### config.mk
export PLATFORM = sky130hd
export DESIGN_NAME = load_store_unit
export DESIGN_NICKNAME = d
export VERILOG_FILES = /design/src/rtl/load_store_unit.sv
export SDC_FILE = /design/constraint.sdc
export NUM_CORES = 1
export LEC_CHECK = 0
export BUFFER_PORTS_ARGS = -buffer_cell sky130_fd_sc_hd__buf_4
export CAP_MARGIN = 20
export CORE_AREA = 2 2 151 153
export CTS_CLUSTER_DIAMETER = 120
export DETAILED_ROUTE_END_ITERATION = 10
export DIE_AREA = 0 0 153 155
export HOLD_SLACK_MARGIN = 0.15
export PLACE_DENSITY_LB_ADDON = 0.15
export SYNTH_ARGS = -nofsm -noshare
export SYNTH_HDL_FRONTEND = slang
export SYNTH_SLANG_ARGS = --single-unit
### constraint.sdc
create_clock -name clk -period 3.3 [get_ports clk]
set_clock_uncertainty 0.2 [all_clocks]
set_input_delay 0.33 -clock clk [delete_from_list [all_inputs] [get_ports clk]]
set_output_delay 0.33 -clock clk [all_outputs]
set_load 0.05 [all_outputs]
### src/rtl/load_store_unit.sv
// Memory-stage load/store unit: checks alignment and data-region range, issues
// one memory strobe per good access, and returns extended load data on a
// valid/ready response channel.
module load_store_unit #(
  parameter logic [31:0] DATA_BEGIN = 32'h0001_0000,
  parameter logic [31:0] DATA_END   = 32'h0001_FFFF
) (
  input  logic        clk,
  input  logic        reset,
  input  logic        req_valid,
  output logic        req_ready,
  input  logic        req_write,
  input  logic [2:0]  req_funct3,
  input  logic [31:0] req_address,
  input  logic [63:0] req_wdata,
  output logic        resp_valid,
  input  logic        resp_ready,
  output logic [63:0] resp_rdata,
  output logic        resp_misaligned,
  output logic        resp_fault,
  output logic        mem_read_en,
  output logic        mem_write_en,
  output logic [2:0]  mem_byte_enable,
  output logic [31:0] mem_address,
  output logic [63:0] mem_write_data,
  input  logic [63:0] mem_data_fetched
);

  localparam int unsigned AW = 32;
  localparam int unsigned DW = 64;

  typedef enum logic [1:0] {IDLE, ISSUE, CAPTURE, RESP} state_t;

  state_t          state_q, state_d;
  logic            write_q, write_d;
  logic            unsigned_q, unsigned_d;
  logic            req_ready_q, req_ready_d;
  logic            resp_valid_q, resp_valid_d;
  logic [DW-1:0]   rdata_q, rdata_d;
  logic            misaligned_q, misaligned_d;
  logic            fault_q, fault_d;
  logic            rd_en_q, rd_en_d;
  logic            wr_en_q, wr_en_d;
  logic [2:0]      be_q, be_d;
  logic [AW-1:0]   addr_q, addr_d;
  logic [DW-1:0]   wdata_q, wdata_d;

  logic [1:0]      size_in;
  logic [3:0]      bytes_m1;
  logic [AW:0]     end_addr;
  logic            mis_in;
  logic            fault_in;
  logic            err_in;
  logic [DW-1:0]   raw;
  logic            ext;

  // Request checks; the end address is one bit wider so it never wraps.
  always_comb begin
    size_in  = req_funct3[1:0];
    bytes_m1 = 4'd0;
    case (size_in)
      2'b00:   bytes_m1 = 4'd0;
      2'b01:   bytes_m1 = 4'd1;
      2'b10:   bytes_m1 = 4'd3;
      default: bytes_m1 = 4'd7;
    endcase
    end_addr = {1'b0, req_address} + (AW+1)'(bytes_m1);
    mis_in   = ((size_in == 2'b01) && req_address[0]) ||
               ((size_in == 2'b10) && (req_address[1:0] != 2'b00)) ||
               ((size_in == 2'b11) && (req_address[2:0] != 3'b000));
    fault_in = (req_address < DATA_BEGIN) || (end_addr > {1'b0, DATA_END});
    err_in   = mis_in || fault_in;
  end

  // Lane extraction and sign/zero extension of the fetched word.
  always_comb begin
    raw = mem_data_fetched >> {addr_q[2:0], 3'b000};
    ext = 1'b0;
    case (be_q[1:0])
      2'b00:   ext = !unsigned_q && raw[7];
      2'b01:   ext = !unsigned_q && raw[15];
      2'b10:   ext = !unsigned_q && raw[31];
      default: ext = 1'b0;
    endcase
  end

  always_comb begin
    state_d      = state_q;
    write_d      = write_q;
    unsigned_d   = unsigned_q;
    rdata_d      = rdata_q;
    misaligned_d = misaligned_q;
    fault_d      = fault_q;
    rd_en_d      = 1'b0;
    wr_en_d      = 1'b0;
    be_d         = be_q;
    addr_d       = addr_q;
    wdata_d      = wdata_q;

    case (state_q)
      IDLE: begin
        if (req_valid && req_ready_q) begin
          write_d      = req_write;
          unsigned_d   = req_funct3[2];
          rdata_d      = '0;
          misaligned_d = mis_in;
          fault_d      = fault_in;
          be_d         = {1'b0, size_in};
          addr_d       = req_address;
          wdata_d      = req_wdata << {req_address[2:0], 3'b000};
          rd_en_d      = !req_write && !err_in;
          wr_en_d      = req_write && !err_in;
          state_d      = err_in ? RESP : ISSUE;
        end
      end
      ISSUE: state_d = write_q ? RESP : CAPTURE;
      CAPTURE: begin
        case (be_q[1:0])
          2'b00:   rdata_d = {{56{ext}}, raw[7:0]};
          2'b01:   rdata_d = {{48{ext}}, raw[15:0]};
          2'b10:   rdata_d = {{32{ext}}, raw[31:0]};
          default: rdata_d = raw;
        endcase
        state_d = RESP;
      end
      RESP: begin
        if (resp_ready) state_d = IDLE;
      end
      default: state_d = IDLE;
    endcase

    req_ready_d  = (state_d == IDLE);
    resp_valid_d = (state_d == RESP);
  end

  always_ff @(posedge clk) begin
    if (reset) begin
      state_q      <= IDLE;
      write_q      <= 1'b0;
      unsigned_q   <= 1'b0;
      req_ready_q  <= 1'b1;
      resp_valid_q <= 1'b0;
      rdata_q      <= '0;
      misaligned_q <= 1'b0;
      fault_q      <= 1'b0;
      rd_en_q      <= 1'b0;
      wr_en_q      <= 1'b0;
      be_q         <= '0;
      addr_q       <= '0;
      wdata_q      <= '0;
    end else begin
      state_q      <= state_d;
      write_q      <= write_d;
      unsigned_q   <= unsigned_d;
      req_ready_q  <= req_ready_d;
      resp_valid_q <= resp_valid_d;
      rdata_q      <= rdata_d;
      misaligned_q <= misaligned_d;
      fault_q      <= fault_d;
      rd_en_q      <= rd_en_d;
      wr_en_q      <= wr_en_d;
      be_q         <= be_d;
      addr_q       <= addr_d;
      wdata_q      <= wdata_d;
    end
  end

  assign req_ready       = req_ready_q;
  assign resp_valid      = resp_valid_q;
  assign resp_rdata      = rdata_q;
  assign resp_misaligned = misaligned_q;
  assign resp_fault      = fault_q;
  assign mem_read_en     = rd_en_q;
  assign mem_write_en    = wr_en_q;
  assign mem_byte_enable = be_q;
  assign mem_address     = addr_q;
  assign mem_write_data  = wdata_q;

endmodule

==> results of run 1 <==
[per-layer routing]
metal,routed length (um),global-route usage,vias up
met5,0,0,-
met4,1099,0.1023,0
met3,2915,0.06128,50
met2,17110,0.4832,472
met1,15130,0.3866,4802
li1,-,-,4764
[state kept, by name (all words and copies together) (netlist names)]
register and count:
mem_byte_enable 2, mem_read_en 1, write_q 1, req_ready 1
resp_valid 1, resp_fault 1, resp_rdata 64, mem_address 32
resp_misaligned 1, mem_write_data 64, state_q 2, mem_write_en 1
unsigned_q 1
[cells in the mapped netlist, drive strengths merged (4+ instances only)]
cell / n / area [um2]
a22o: 34 / 297.8
nand2: 94 / 352.8
nand4: 11 / 68.82
ha: 7 / 87.58
nor2b: 11 / 68.82
buf: 33 / 168.9
mux2: 25 / 281.5
a22oi: 8 / 60.06
clkbuf: 74 / 277.8
inv: 18 / 67.56
nor3: 40 / 200.2
nor3b: 9 / 67.56
mux4: 32 / 720.7
dfxtp: 172 / 3443
a31oi: 7 / 43.79
o21ai: 47 / 239.0
a311oi: 16 / 202.7
and2: 4 / 25.02
o22ai: 14 / 87.58
mux2i: 97 / 970.9
nor2: 88 / 330.3
a221oi: 10 / 87.58
a221o: 32 / 320.3
nor4: 5 / 37.53
nand3: 7 / 35.03
o2bb2ai: 6 / 52.55
a211oi: 27 / 202.7
or4: 5 / 37.54
a21oi: 98 / 490.5
o221ai: 8 / 70.07
[final timing paths]
check                       endpoint      startpoint
setup / recovery        mem_write_en   req_funct3[1]
setup reg to reg      resp_rdata[61]  mem_address[1]
hold reg to reg       mem_address[8]  mem_address[8]
hold / removal    mem_write_data[32]   req_wdata[16]
[worst max-delay path: cells and delay by family]
| family | cells | cell delay [ns] |
|---|---|---|
| AOI/OAI and AO/OA | 3 | 0.68 |
| buffers and inverters | 2 | 0.70 |
| adders and majority gates | 2 | 0.59 |
| and+or+nand+nor | 4 | 0.99 |
[where the power goes]
| group | internal, mW | total (mW) | switching (mW) |
|---|---|---|---|
| clock | 1.27 | 2.25 | 0.974 |
| combinational | 1.05 | 3.01 | 1.96 |
| sequential | 2.33 | 2.50 | 0.167 |
[kinds of logic (layout without fill, tap and decap cells)]
family	after synthesis	after routing	synth area share
buffers and inverters	125	487	0.05288
xor gates and xnor gates	2	2	0.001801
muxes	154	154	0.2029
AOI/OAI and AO/OA	326	326	0.2401
DFF	172	172	0.3540
other	1	1	0.0003856
and+or+nand+nor	289	289	0.1369
adders and majority gates	8	8	0.01106
[cell type report]
type / count / area share
Multi-Input combinational cell: 780 / 0.4208
Timing Repair Buffer: 437 / 0.2515
Sequential cell: 172 / 0.2497
Clock buffer: 18 / 0.03262
Tap cell: 285 / 0.02582
Clock inverter: 14 / 0.01459
Inverter: 18 / 0.004893
==> impl_metrics.tcl, run 1 <==
set metrics [dict create \
    run_status "finished, final reports clean" \
    die_area_um2 23720 \
    total_power_mw 7.757 \
    clock_tree.root_cell "clkbuf_16" \
    worst_path_largest_cell_delay_ns 0.54 \
    path_clk_slew_ns 0.07 \
    core_area_um2 22230 \
    cp_max_fo 6 \
    cts_htree_levels 4 \
    fillCellCount 1914 \
    final_cells 1724 \
    floorplan.initialDensity 0.4375 \
    placed_cell_area_um2 12490 \
    finalCoreUtilization 0.6212 \
    timing.hold.ws_ns 0.2124 \
    hold_path.class "primary input to flop" \
    total_i_o_pin_count 337 \
    wl_um 36260 \
    postCtsSetupRepairBufs 0 \
    final.setup.tns_ns 0 \
    syn2layout_area_growth_pct 41.98 \
    seq_area_frac_synth 0.3540 \
    postSynth.asyncResetShare 0 \
    yosysUniqueCellTypes 64 \
    timing.final.setup_violations 0 \
    synth_enable_flop_cells 0 \
    flip_flop_and_latch_count_after_synthesis 172 \
    antennaDiodeCount 0 \
    most-common-layout-cells "buf_4 (368), dfxtp_1 (170), a21oi_1 (98)" \
    dp_slack_ns 0.2858 \
    timing.fmax_ghz 0.3156 \
    post-dp-hpwl_um 25890 \
    firstDrtPassIters 5 \
    postSynthCellCount 1077 \
    max_slew_violation_total_from_the_final_report 0 \
    ant_nets 0 \
    tritoncts "yes" \
    fin_area_um2 13810 \
    synth-main-ff-cell "dfxtp_1" \
    commonest_non_fill_non_tap_cell_in_the_layout "buf_4" \
    port_buffers 335 \
    period_needed_ns 3.169 \
    die-width_um 153 \
    numClockSinks 172 \
    hold_path_depth 5 \
    cts-resized-gates 0 \
    place.detailed.instances 1625 \
    routabilityCongestion 0.9457 \
    min_period_over_period 0.9603 \
    timing_worst_setup_path_type "primary input to flop" \
    yosysWarnings 0 \
    critical_path_top_delay_cell "dlygate4sd3_1" \
    startpoint_kind_of_the_worst_setup_timing_path "primary input" \
    sequential_cell_area_um2 3448 \
    cp.arrival_ns 3.29 \
    grt_setup_unrepaired "no" \
    area_of_the_multi_input_gates_um2 5811 \
    peakVddDrop_v 0.0003370 \
    worst_pin_slew_ns 0.8863 \
    viasPerCell 5.852 \
    antenna_violations_before_repair 0 \
    postLayoutSetupSlackWorst_ns 0.1311 \
    cts-buffers-inserted 17 \
    dieHeight_um 155 \
    grt_pass1_vias 9688 \
    via_count 10090 \
    clk_latency_ns 0.43 \
    post-route-drc-count 0 \
    power_density_nw_per_um2 561.8 \
    worst_path_cell_chain "dlygate4sd3_1, buf_4, or2_2, ha_1, fa_1, a21oi_1, or4_1, o21ai_0, a211oi_1, nand4_1, nor4b_1" \
    synth_area_um2 9726 \
    maxcap_violations 0 \
    grt_pass1_wl_um 55550 \
    synth_fp_nets 1253 \
    worstSetupEndpointType "flop" \
    power.leakage_nw 5.755 \
    drive_gt1_frac 0.3356 \
    syn_avg_cell_area_um2 9.030 \
    grt.overflow.total 0 \
    reg2reg_depth 7 \
    timing.final.hold_violations 0 \
    cts_hold_repair.buffers 67 \
    avgRoutedWirePerCell_um 21.03 \
    rrSetupSlack_ns 0.37 \
    placementRows 55 \
    slew_headroom 0.4090 \
    nets 1602 \
    globalRouteTotalUtil 0.2942 \
    maximum_number_of_pins_on_one_net_before_global_route_repair 93 \
    required_time_at_the_endpoint_of_the_critical_path_ns 3.42 \
    drt-initial-drc-count 854 \
    clock_tree.buffer_depth 2 \
]
No activity file was read; power rests on OpenSTA's default activity.
==> run 2, diff against run 1 <==
--- a/config.mk
+++ b/config.mk
@@ -11,6 +11,7 @@
 export CTS_CLUSTER_DIAMETER = 120
 export DETAILED_ROUTE_END_ITERATION = 10
 export DIE_AREA = 0 0 153 155
+export GPL_TIMING_DRIVEN = 0
 export HOLD_SLACK_MARGIN = 0.15
 export PLACE_DENSITY_LB_ADDON = 0.15
 export SYNTH_ARGS = -nofsm -noshare
==> constraint.sdc (replaced) <==
create_clock -name clk -period 3.2 [get_ports clk]
set_clock_uncertainty 0.2 [all_clocks]
set_input_delay 0.32 -clock clk [delete_from_list [all_inputs] [get_ports clk]]
set_output_delay 0.32 -clock clk [all_outputs]
set_load 0.05 [all_outputs]
==> run 2 against run 1 <==
  * Via count increased by 7.0%
  * Register-to-register slack worse by 0.21 ns
  * Total power is 3.2% higher
  * Combinational power grew 7.3%
  * Routed wire length grew 12%
  * Global-route usage is 3.6 points higher
  * Sequential power grew 3%
  * Critical endpoint unchanged
==> impl_metrics.tcl, run 2 (synthesis results as in run 1) <==
set metrics [dict create \
    run_status "finished, final reports clean" \
    timing.fmax_ghz 0.3238 \
    wl_um 40750 \
    maximum_number_of_pins_on_one_net_before_global_route_repair 18 \
    clock_tree.root_cell "clkbuf_16" \
    timing.final.hold_violations 0 \
    routabilityCongestion 0.9977 \
    swShare 0.4151 \
    hold_path.class "primary input to flop" \
    cts_htree_levels 4 \
    worstSetupEndpointType "flop" \
    placementRows 55 \
    drt-initial-drc-count 936 \
    worstPathBufferInverterCount 2 \
    dieHeight_um 155 \
    port_buffers 334 \
    die-width_um 153 \
    timing.critical_path.max_delay_family "simple AND/OR/NAND/NOR gates" \
    grt_pass1_vias 10380 \
    period_needed_ns 3.089 \
    grt_setup_unrepaired "no" \
    cp_max_fo 5 \
    post-route-drc-count 0 \
    floorplan.initialDensity 0.4375 \
    total_power_mw 8.009 \
    power_density_nw_per_um2 577.6 \
    combinationalPowerShare 0.403 \
    via_count 10800 \
    avgRoutedWirePerCell_um 22.74 \
    total_i_o_pin_count 337 \
    antenna_violations_before_repair 1 \
    startpoint_kind_of_the_worst_setup_timing_path "primary input" \
    cellInternalPower_mw 4.684 \
    die_area_um2 23720 \
    total_net_switching_power_mw 3.325 \
    clock_power_share 0.275 \
    syn2layout_area_growth_pct 42.57 \
    peakVddDrop_v 0.0003815 \
    numClockSinks 172 \
    grt_pass1_wl_um 60780 \
    tritoncts "yes" \
    commonest_non_fill_non_tap_cell_in_the_layout "buf_4" \
    clk_latency_ns 0.43 \
    timing.hold.ws_ns 0.1670 \
    drive_gt1_frac 0.3074 \
    cp.arrival_ns 3.21 \
    worst_pin_slew_ns 0.9594 \
    crit_path_most_repeated_cell "nand4_1" \
    min_period_over_period 0.9652 \
    most-common-layout-cells "buf_4 (342), dfxtp_1 (172), a21oi_1 (98)" \
    nets 1669 \
    timing_worst_setup_path_type "primary input to flop" \
    core_area_um2 22230 \
    path_clk_slew_ns 0.07 \
    power.leakage_nw 5.733 \
    required_time_at_the_endpoint_of_the_critical_path_ns 3.33 \
    pwr-share-seq 0.323 \
    worst_path_cell_chain "dlygate4sd3_1, buf_4, nand4_1, or4_1, or3_1, a211oi_1, nand4_1, nor4b_1" \
    timing.final.setup_violations 0 \
    critical_path_top_delay_cell "or4_1" \
    clock_tree.buffer_depth 2 \
    slew_headroom 0.3554 \
    cts-buffers-inserted 17 \
    globalRouteTotalUtil 0.3306 \
    worst_path_largest_cell_delay_ns 0.66 \
    viasPerCell 6.025 \
    grt.overflow.total 0 \
    ant_nets 0 \
    max_slew_violation_total_from_the_final_report 0 \
    firstDrtPassIters 6 \
    maxcap_violations 0 \
    post-dp-hpwl_um 30960 \
]
==> run 2: worst min-delay path, stage by stage <==
cell and delay (ns):
buf_4 0.09, o2bb2ai_1 0.19, a221o_1 0.16
==> run 2: power groups by stage <==
stage	Clock (mW)	Sequential (mW)	Combinational, mW
after floorplan	0	3.45	1.17
after global placement	0	2.62	3.09
after detailed placement	0	2.62	3.11
after CTS	2.20	2.58	3.18
after global routing	2.30	2.61	3.39
final	2.20	2.58	3.23
==> run 2: per-layer routing <==
metal  part of all wire  wire, um  vias to the layer above  global-route usage
met2               0.46     18550                      642              0.5281
met5                  0         0                        -                   0
met4              0.043      1756                        0              0.1446
li1                   -         -                     4906                   -
met3              0.093      3802                      107             0.07465
met1               0.41     16640                     5141              0.4315
==> run 2: stage by stage <==
stage / utilization / instance area (um2) / instances / setup WS (ns) / TNS [ns]
floorplan: - / 9726 / 1077 / 0.2623 / 0
global placement: 0.5664 / 12590 / 1696 / -0.1255 / -0.9477
detailed placement: 0.5667 / 12600 / 1696 / -0.1363 / -1.035
CTS: 0.6223 / 13830 / 1790 / 0.007882 / 0
global route: 0.6237 / 13860 / 1791 / 0.01717 / 0
finish: 0.6238 / 13870 / 1792 / 0.1113 / 0
==> run 2: cell type report <==
class                   instances  area [um2]
inverters                      18       67.56
multi-input cells             780        5797
repair buffers                399        3153
clock buffers                  18       429.2
clock inverters                14       177.7
well taps                     285       356.6
fillers                      1992        8362
plain buffers                 105       439.2
flip-flops and latches        172        3443
diodes                          1       2.502
==> run 2: worst paths after layout <==
path / depth (start not counted) / slack [ns] / end / start
max: 8 / 0.11 / mem_write_en / req_address[5]
min: 3 / 0.17 / resp_rdata[41] / mem_data_fetched[49]
max reg2reg: 9 / 0.16 / resp_rdata[36] / mem_address[0]
min reg2reg: 2 / 0.26 / mem_address[19] / mem_address[19]
==> run 2: what timing repair did <==
item | CTS | global route
hold endpoints to repair | 70 | 0
pin swaps | 1 | 1
hold buffers | 63 | 0
buffers inserted | 0 | 2
gates resized for setup | 1 | 3
setup endpoints to repair | 32 | 45
==> run 3, diff against run 2 <==
--- a/config.mk
+++ b/config.mk
@@ -7,13 +7,14 @@
 export LEC_CHECK = 0
 export BUFFER_PORTS_ARGS = -buffer_cell sky130_fd_sc_hd__buf_4
 export CAP_MARGIN = 20
-export CORE_AREA = 2 2 151 153
+export CORE_AREA = 2 2 184 186
 export CTS_CLUSTER_DIAMETER = 120
 export DETAILED_ROUTE_END_ITERATION = 10
-export DIE_AREA = 0 0 153 155
+export DIE_AREA = 0 0 186 188
 export GPL_TIMING_DRIVEN = 0
 export HOLD_SLACK_MARGIN = 0.15
 export PLACE_DENSITY_LB_ADDON = 0.15
+export REMOVE_ABC_BUFFERS = 1
 export SYNTH_ARGS = -nofsm -noshare
 export SYNTH_HDL_FRONTEND = slang
 export SYNTH_SLANG_ARGS = --single-unit
==> run 3 against run 2 <==
  * Routed wire length fell by 6.8%
  * Flip-flop and latch count did not move
  * Combinational power fell by 2%
  * Clock power fell by 5%
  * Setup slack improved by 0.056 ns
  * Non-clock buffer count fell by 78
==> impl_metrics.tcl, run 3 (synthesis results as in run 1) <==
set metrics [dict create \
    run_status "finished, final reports clean" \
    grt.met3_usage 0.05865 \
    antenna_violations_before_repair 0 \
    worst_path_largest_cell_delay_ns 0.51 \
    firstDrtPassIters 5 \
    startpoint_kind_of_the_worst_setup_timing_path "flop" \
    most-common-layout-cells "buf_4 (337), dfxtp_1 (169), a21oi_1 (98)" \
    commonest_non_fill_non_tap_cell_in_the_layout "buf_4" \
    cts_htree_levels 4 \
    postLayoutSetupSlackWorst_ns 0.1677 \
    avgRoutedWirePerCell_um 20.26 \
    cts-buffers-inserted 17 \
    timing.final.hold_violations 0 \
    met2_global_route_usage 0.3569 \
    use_met1 0.2787 \
    min_period_over_period 0.9476 \
    grt_pass1_wl_um 58790 \
    ant_nets 0 \
    routabilityCongestion 0.7790 \
    antennaDiodeCount 0 \
    placementRows 67 \
    clk_latency_ns 0.44 \
    nets 1592 \
    floorplan.initialDensity 0.2937 \
    drt-initial-drc-count 576 \
    worstSetupEndpointType "flop" \
    tritoncts "yes" \
    r2r_end "resp_rdata[61]" \
    timing.fmax_ghz 0.3298 \
    final_cells 1875 \
    cp.arrival_ns 3.22 \
    final.setup.tns_ns 0 \
    wl_um 38000 \
    pwr-share-seq 0.331 \
    maximum_number_of_pins_on_one_net_before_global_route_repair 94 \
    timing.rr.start "state_q[1]" \
    dp_slack_ns -1.357 \
    hold_path_depth 2 \
    die-width_um 186 \
    peakVddDrop_v 0.0003975 \
    reg2reg_depth 6 \
    grt_setup_unrepaired "no" \
    slew_headroom 0.2596 \
    clock_power_share 0.267 \
    total_net_switching_power_mw 3.151 \
    hp-start "reset" \
    total_power_mw 7.844 \
    port_buffers 335 \
    critical_path_top_delay_cell "nor2b_4" \
    total_i_o_pin_count 337 \
    syn2layout_area_growth_pct 45.22 \
    path_clk_slew_ns 0.07 \
    required_time_at_the_endpoint_of_the_critical_path_ns 3.39 \
    timing.hold.ws_ns 0.1670 \
    clock_tree.root_cell "clkbuf_16" \
    die_area_um2 34970 \
    max_slew_violation_total_from_the_final_report 0 \
    drive_gt1_frac 0.3371 \
    combinationalPowerShare 0.403 \
    worstHoldEndpoint "mem_write_data[34]" \
    swShare 0.4017 \
    via_count 9878 \
    globalRoute.busiestLayer "met2" \
    power_density_nw_per_um2 555.4 \
    worst_pin_slew_ns 1.108 \
    rrSetupSlack_ns 0.17 \
    cellInternalPower_mw 4.694 \
    core_area_um2 33110 \
    timing.critical_path.from "state_q[1]" \
    clock_tree.buffer_depth 2 \
    period_needed_ns 3.032 \
    grt.overflow.total 0 \
    dieHeight_um 188 \
    grt_pass1_vias 9989 \
    post-route-drc-count 0 \
    timing.final.setup_violations 0 \
    maxcap_violations 0 \
    globalRouteTotalUtil 0.2174 \
    place.detailed.instances 1769 \
    power.leakage_nw 5.745 \
    timing_worst_setup_path_type "flop to flop" \
    hold_path.class "primary input to flop" \
    numClockSinks 172 \
    worst_path_cell_chain "nor2b_4, and4_4, nor2b_2, buf_6, and2_1, a221o_1" \
    viasPerCell 5.268 \
    cp_max_fo 18 \
    post-dp-hpwl_um 25860 \
]
[run 3: cell count changes in the layout (fill, tap and decap cells not counted), moves of 5 or more]
| cell | delta |
|---|---|
| buf_12 | +5 |
| buf_16 | +5 |
| buf_4 | -5 |
| dlygate4sd3_1 | +6 |
| buf_6 | +8 |
| clkbuf_1 | -72 |
| buf_2 | -12 |
| buf_1 | -14 |
[run 3: worst max-delay path by stage]
stage | end | slack [ns]
final | resp_rdata[61] | 0.17
after detailed placement | resp_rdata[34] | -1.36
after global placement | resp_rdata[32] | -4.27
after floorplan | resp_rdata[47] | -1.84
after CTS | resp_rdata[17] | 0.02
after global routing | resp_rdata[59] | 0.04
[run 3: critical path: cells and delay by family (launching register included)]
kind	cells	cell delay (ns)
AO/OA/AOI/OAI	1	0.24
AND/OR/NAND/NOR	4	1.90
flip-flops	1	0.43
buffers and inverters	1	0.20
[run 3: routing by layer]
layer / wire length (um) / part of all wire / up-vias
li1: - / - / 4752
met1: 16390 / 0.43 / 4759
met2: 17860 / 0.47 / 325
met3: 2933 / 0.077 / 42
met4: 811 / 0.021 / 0
met5: 0 / 0 / -
[run 3: power by group through the flow]
| stage | clock [mW] | sequential, mW | combinational [mW] |
|---|---|---|---|
| after floorplan | 0 | 3.50 | 1.03 |
| after global placement | 0 | 2.66 | 2.98 |
| after detailed placement | 0 | 2.64 | 3.05 |
| after CTS | 2.14 | 2.59 | 3.17 |
| after global routing | 2.22 | 2.62 | 3.38 |
| final | 2.09 | 2.59 | 3.16 |
[run 3: what timing repair did]
action                                 4_1_cts  5_1_grt
setup endpoints to repair                   69       59
endpoints found under the hold margin       88        0
pin swaps                                    3        0
buffers inserted                             5        0
gates cloned                                 1        0
hold buffers                                69        0
resized for setup                           16        9
[run 3: metrics by stage]
stage	utilization	area [um2]
2_1_floorplan	-	9279
3_3_place_gp	0.3731	12350
3_5_place_dp	0.3831	12680
4_1_cts	0.4247	14060
5_1_grt	0.4265	14120
6_report	0.4265	14120
[run 3: layout make-up]
class	count	area [um2]
fill	3341	18990
multi-input combinational	781	5893
timing repair buffer	426	3575
sequential	172	3455
tap	448	560.5
clock buffer	21	481.7
clock inverter	9	87.58
inverter	18	71.32
